`src/rtl/csa_seq_ctrl.sv`:
```
// Sequential WIDTH-bit adder built on one shared 4-bit carry-select slice.
// One slice per cycle, LSB first, carry held in a register between slices.
module csa_seq_ctrl #(
  parameter int WIDTH = 16
) (
  input  logic             clk,
  input  logic             rst_n,
  input  logic             in_valid,
  output logic             in_ready,
  input  logic [WIDTH-1:0] a,
  input  logic [WIDTH-1:0] b,
  input  logic             cin,
  output logic             out_valid,
  input  logic             out_ready,
  output logic [WIDTH-1:0] sum,
  output logic             cout,
  output logic             busy
);

  localparam int NSLICE = WIDTH / 4;
  localparam int IW = (NSLICE > 1) ? $clog2(NSLICE) : 1;
  localparam logic [IW-1:0] LAST = IW'(NSLICE - 1);

  typedef enum logic [1:0] {
    IDLE,
    RUN,
    DONE
  } state_e;

  state_e           state_q, state_d;
  logic [IW-1:0]    idx_q, idx_d;
  logic             carry_q, carry_d;
  logic [WIDTH-1:0] a_q, a_d;
  logic [WIDTH-1:0] b_q, b_d;
  logic [WIDTH-1:0] sum_q, sum_d;
  logic             cout_q, cout_d;

  logic [31:0]      sh;
  logic [3:0]       sa, sb, ss;
  logic             sc;
  logic [2:0]       lo, hi0, hi1;

  // Upper half is precomputed for both carries; the low half picks one.
  always_comb begin
    sh  = 32'(idx_q) << 2;
    sa  = 4'(a_q >> sh);
    sb  = 4'(b_q >> sh);
    lo  = {1'b0, sa[1:0]} + {1'b0, sb[1:0]} + {2'b0, carry_q};
    hi0 = {1'b0, sa[3:2]} + {1'b0, sb[3:2]};
    hi1 = hi0 + 3'd1;
    ss  = {(lo[2] ? hi1[1:0] : hi0[1:0]), lo[1:0]};
    sc  = lo[2] ? hi1[2] : hi0[2];
  end

  always_comb begin
    state_d = state_q;
    idx_d   = idx_q;
    carry_d = carry_q;
    a_d     = a_q;
    b_d     = b_q;
    sum_d   = sum_q;
    cout_d  = cout_q;
    unique case (state_q)
      IDLE: begin
        if (in_valid) begin
          a_d     = a;
          b_d     = b;
          carry_d = cin;
          idx_d   = '0;
          state_d = RUN;
        end
      end
      RUN: begin
        sum_d   = (sum_q & ~(WIDTH'(4'hF) << sh))
                | (WIDTH'(ss) << sh);
        carry_d = sc;
        if (idx_q == LAST) begin
          cout_d  = sc;
          idx_d   = '0;
          state_d = DONE;
        end else begin
          idx_d = idx_q + 1'b1;
        end
      end
      DONE: begin
        if (out_ready) state_d = IDLE;
      end
      default: state_d = IDLE;
    endcase
  end

  always_ff @(posedge clk or negedge rst_n) begin
    if (!rst_n) begin
      state_q <= IDLE;
      idx_q   <= '0;
      carry_q <= 1'b0;
      a_q     <= '0;
      b_q     <= '0;
      sum_q   <= '0;
      cout_q  <= 1'b0;
    end else begin
      state_q <= state_d;
      idx_q   <= idx_d;
      carry_q <= carry_d;
      a_q     <= a_d;
      b_q     <= b_d;
      sum_q   <= sum_d;
      cout_q  <= cout_d;
    end
  end

  assign in_ready  = (state_q == IDLE);
  assign out_valid = (state_q == DONE);
  assign busy      = (state_q == RUN) || (state_q == DONE);
  assign sum       = sum_q;
  assign cout      = cout_q;

endmodule

```
`config.mk`:
```
export PLATFORM = sky130hd
export DESIGN_NAME = csa_seq_ctrl
export DESIGN_NICKNAME = d
export VERILOG_FILES = /design/src/rtl/csa_seq_ctrl.sv
export SDC_FILE = /design/constraint.sdc
export NUM_CORES = 1
export LEC_CHECK = 0
export CAP_MARGIN = 0
export CORE_ASPECT_RATIO = 0.6
export CORE_MARGIN = 2
export CORE_UTILIZATION = 55
export CTS_BUF_LIST = sky130_fd_sc_hd__clkbuf_8
export DETAILED_ROUTE_END_ITERATION = 10
export PLACE_DENSITY = 0.85
export SLEW_MARGIN = 5
export SYNTH_ARGS = -nofsm -noshare
export SYNTH_HDL_FRONTEND = slang
export SYNTH_SLANG_ARGS = --single-unit
```
`constraint.sdc`:
```
create_clock -name clk -period 4.5 [get_ports clk]
set_clock_uncertainty 0.1 [all_clocks]
set_input_delay 0.45 -clock clk [delete_from_list [all_inputs] [get_ports clk]]
set_output_delay 0.45 -clock clk [all_outputs]
set_load 0.05 [all_outputs]
```
==> impl_metrics.json <==
{
  "status": "finished clean",
  "viasPerCell": 5.23,
  "grt_max_degree": 55,
  "synthToLayoutAreaGrowth_pct": 25.0,
  "clock_latency_ns": 0.30,
  "end_kind": "flop",
  "cts_resized": 0,
  "finalWirelength_um": 4840,
  "cts_hold_buf": 0,
  "switching_power_uw": 1120,
  "pwr-share-seq": 0.334,
  "core_sq_mm": 0.00461,
  "required_ns": 4.57,
  "synth_cell_types": 28,
  "tightest_slew_ns": 1.04,
  "die_w_um": 93.9,
  "pin_count": 57,
  "timing.final.crit_period_ns": 3.19,
  "clockRootBuffer": "clkbuf_8",
  "cts.htree.levels": 2,
  "cts_setup_buffers": 0,
  "setup_viol": 0,
  "crit_slowest_cell": "dfrtp_1",
  "drt_iter0_drc": 130,
  "ant_nets": 0,
  "clockPowerShare": 0.106,
  "crit_path_cell_trace": "mux4_1 > ha_1 > inv_1 > fa_1 > inv_1 > ha_1 > o211ai_1 > o21ai_0",
  "grt_pass1_vias": 1674,
  "syn-instance-count": 191,
  "synth-seq-cells": 54,
  "finalCritPeriodShare": 0.709,
  "synth_fp_nets": 240,
  "die_y_um": 58.0,
  "rsz0062_at_grt": "no",
  "hold_violations": 0,
  "p_sw_frac": 0.416,
  "track_usage": 0.196,
  "antenna_found_initial": 0,
  "rows": 19,
  "synth_area_sq_mm": 0.00267,
  "p_leak_uw": 0.00153,
  "diodes": 0,
  "cts_buffers": 5,
  "wl_per_cell_um": 15.6,
  "slew_headroom": 0.305,
  "clock-sinks": 54,
  "start_util": 0.579,
  "dpl.hpwl_um": 3660,
  "cpPeakStageDelay_ns": 0.83,
  "vdd_drop_max_v": 0.000341,
  "layout.nets": 296,
  "num_vias": 1627,
  "maxSlewViolCount": 0,
  "post-place-cells": 303,
  "max_cap_violations": 0,
  "drc": 0,
  "p_total_uw": 2690,
  "comb_power_share": 0.560,
  "startpoint_type": "flop",
  "instances_no_fill": 311,
  "routabilityCongestion": 0.789,
  "p_int_uw": 1570,
  "grt_overflow": 0,
  "drtPass1Iterations": 4,
  "drive_gt1_frac": 0.185,
  "die_area_sq_mm": 0.00544,
  "synth_top_area_share": 0.506,
  "ys.warnings.count": 0,
  "fin_tns_setup_ns": 0,
  "grt_pass1_wl_um": 8240,
  "clock.fmax_ghz": 0.313,
  "power_per_cell_area_mw_per_mm2": 808,
  "seq_area_frac_synth": 0.506,
  "worstPathArrival_ns": 3.26,
  "syn_avg_cell_area_sq_um": 14.0,
  "ys_top_cells_by_area": "dfrtp_1, mux2_4, mux4_1",
  "cts_tree": "built",
  "port_buffers": 56,
  "clkTransAtPathRegs_ns": 0.10,
  "hold_class": "in2async",
  "cts.path.max_buffers": 2,
  "yosys.area.top_type": "dfrtp_1",
  "crit_fanout": 18,
  "crit_type": "reg2reg"
}
[path summary, 6_finish.rpt]
kind | to | cells past startpoint | slack (ns) | from
min reg2reg | sum[12]$_DFFE_PN0P_ | 2 | 0.39 | sum[12]$_DFFE_PN0P_
min | sum[6]$_DFFE_PN0P_ | 2 | 0.15 | rst_n
max reg2reg | sum[15]$_DFFE_PN0P_ | 8 | 1.31 | idx_q[0]$_DFFE_PN0P_
min in group clk | sum[12]$_DFFE_PN0P_ | 2 | 0.39 | sum[12]$_DFFE_PN0P_
max in group asynchronous | a_q[11]$_DFFE_PN0P_ | 2 | 3.71 | rst_n
max | sum[15]$_DFFE_PN0P_ | 8 | 1.31 | idx_q[0]$_DFFE_PN0P_
[final cells by class]
| class | instances | area [sq um] |
|---|---|---|
| Sequential cell | 54 | 1350 |
| Fill cell | 318 | 1280 |
| Multi-Input combinational cell | 117 | 1200 |
| Timing Repair Buffer | 57 | 563 |
| Clock buffer | 6 | 82.6 |
| Tap cell | 63 | 78.8 |
| Inverter | 12 | 45.0 |
| Clock inverter | 2 | 17.5 |
[Yosys cell counts]
library cell	instances
dfrtp_1	54
mux2_4	30
nand2_1	25
o21ai_0	14
inv_1	12
ha_1	9
mux4_1	6
nand2b_1	5
a32o_1	4
buf_6	4
fa_1	3
nor2_1	3
a31oi_1	2
buf_2	2
mux2_2	2
mux4_2	2
o31ai_1	2
xnor2_1	2
a21oi_1	1
a311oi_1	1
buf_8	1
clkbuf_2	1
mux2_1	1
nand2_2	1
nand3_1	1
nand3b_1	1
o211ai_1	1
or2_2	1
[worst max-delay path: cells and delay by family (launching register included)]
kind | cells | cell delay (ns)
fa+ha+maj | 3 | 0.86
buf+inv | 2 | 0.14
flops | 1 | 0.83
compound gates | 2 | 0.50
mux | 1 | 0.66
[cell families (layout without fill, tap and decap cells)]
group / count (synthesis) / in the layout / synth area share
compound gates: 25 / 25 / 0.0595
mux: 41 / 41 / 0.257
xor+xnor: 2 / 2 / 0.00656
simple gates: 37 / 37 / 0.0605
flops: 54 / 54 / 0.506
buf+inv: 20 / 77 / 0.0450
fa+ha+maj: 12 / 12 / 0.0647
[flip-flops by register name, indices dropped and copies added (netlist names)]
register,count
carry_q,1
state_q,2
cout,1
sum,16
b_q,16
idx_q,2
a_q,16
[placed cells by master (no fill, tap or decap), types with 4 or more instances in the layout]
cell type        count
clkbuf_8             6
clkdlybuf4s50_1     55
inv_1               12
mux4_1               6
dfrtp_1             54
nand2b_1             5
nand2_1             25
mux2_4              30
o21ai_0             14
ha_1                 9
a32o_1               4
[power groups by stage]
stage | Sequential, uW | Combinational, uW | Clock (uW)
detailed placement | 913 | 1520 | 0
CTS | 902 | 1530 | 288
finish | 900 | 1510 | 285
global placement | 898 | 1480 | 0
global route | 936 | 1640 | 313
floorplan | 1070 | 972 | 0
[routing by layer]
metal,vias up,share of wire,global-route usage
li1,781,-,-
met1,796,0.51,0.312
met2,50,0.44,0.289
met3,0,0.057,0.0442
met4,0,0,0.0228
met5,-,0,0
[through the flow]
| step | utilization | area [sq um] | setup WS [ns] | hold WS [ns] |
|---|---|---|---|---|
| floorplan | - | 2670 | 1.91 | 0.0544 |
| global placement | 0.702 | 3240 | 1.44 | 0.370 |
| detailed placement | 0.702 | 3240 | 1.30 | 0.369 |
| CTS | 0.723 | 3340 | 1.29 | 0.179 |
| global route | 0.723 | 3340 | 1.11 | 0.218 |
| finish | 0.723 | 3340 | 1.31 | 0.154 |
Power figures use the tool's default switching activity.
==> variant, RTL diff (same settings) <==
Change the parameter `WIDTH` from 16 to 64.
--- a/src/rtl/csa_seq_ctrl.sv
+++ b/src/rtl/csa_seq_ctrl.sv
@@ -1,7 +1,7 @@
 // Sequential WIDTH-bit adder built on one shared 4-bit carry-select slice.
 // One slice per cycle, LSB first, carry held in a register between slices.
 module csa_seq_ctrl #(
-  parameter int WIDTH = 16
+  parameter int WIDTH = 64
 ) (
   input  logic             clk,
   input  logic             rst_n,
Interface: changed (resized a, b and sum); port bits go from 57 to 201. No check against the original RTL was run, so the function may have changed too.
==> variant against the original RTL <==
- sequential cell count up 146
- total power rose to 3.1 times the old value
- final area rose to 3.4 times the old value
- setup slack got worse by 810 ps
- area after synthesis rose to 3.3 times the old value
- routed wire length grew to 4.8 times the old value
- worst hold slack better by 240 ps
- first-iteration DRC count grew to 4.4 times the old value
- critical path type unchanged
- critical endpoint is now sum[2]$_DFFE_PN0P_
- largest power group unchanged
- highest routed layer is now met5
==> variant: results (changes against the original RTL) <==
p_seq_w: 0.00299  # +230%
yosys-top-cells-count: "dfrtp_1, mux2_2, nand2_1"
num-fill-cells: 986  # +210%
dp_slack_ps: 596  # -701 ps
timing.rr.end: "sum[2]$_DFFE_PN0P_"
m1WireLength_mm: 10.8  # +340%
drive_gt1_share_pct: 23.4  # +4.9 points
place_hpwl_mm: 17.3  # +370%
h-tree-depth: 4  # +2
instances_no_fill: 1049  # +240%
syn-num-nets: 784  # +230%
seq_cells: 200  # +270%
antenna_found_initial: 1  # +1
crit_path_start: "idx_q[1]$_DFFE_PN0P_"
synth_area_leaders: "dfrtp_1, mux2_2, mux4_2, mux4_1, nand2_1"
path_max_fanout: 26  # +8
critical_path.slowest_cell: "xnor2_1"
power_switching_w: 0.00351  # +210%
multi_input_gates: 393  # +240%
grt.total_usage_pct: 28.0  # +8.4 points
signal_buffers: 210  # +270%
reg2reg_depth: 10  # +2
hp-class: "reg2reg"
postLayoutCellArea_mm2: 0.0114  # +240%
routed_wl_mm: 23.4  # +380%
firstDrtPassIters: 5  # +1
synth-seq-area-share_pct: 56.4  # +5.8 points
multi_input_area_share_pct: 31.9  # -4.0 points
ff_latch_area_mm2: 0.00501  # +270%
cp_top_family: "XOR/XNOR gates"
met2_usage_pct: 41.7  # +13 points
whs_ps: 392  # +238 ps
nonClkBufAreaFrac_pct: 18.3  # +1.4 points
grt.met3_usage_pct: 7.59  # +3.2 points
status: "finished clean"
ys_types: 38  # +36%
grt_use_met1_pct: 41.6  # +10 points
fp-row-count: 35  # +16
wl_met2_mm: 10.3  # +390%
dr_wl_met3_mm: 1.97  # +620%
portBuffers: 200  # +260%
==> variant: worst max-delay path by stage <==
stage	cells after the start	endpoint	slack, ps
2_1_floorplan	12	sum[63]$_DFFE_PN0P_	1400
3_3_place_gp	9	sum[1]$_DFFE_PN0P_	710
3_5_place_dp	10	sum[2]$_DFFE_PN0P_	600
4_1_cts	10	sum[26]$_DFFE_PN0P_	570
5_1_grt	10	sum[26]$_DFFE_PN0P_	310
6_report	10	sum[2]$_DFFE_PN0P_	500
==> variant: cell families after synthesis <==
kind of cell	count (synthesis)	synth area share (%)
fa+ha+maj	14	2.23
xor+xnor	2	0.198
buf+inv	44	2.53
flops	200	56.4
compound gates	100	7.87
simple gates	98	4.80
mux	179	25.9
==> variant: what timing repair did <==
action / in CTS / in global routing
hold endpoints to repair: 6 / 0
gates resized for setup: 0 / 0
hold buffers: 1 / 0
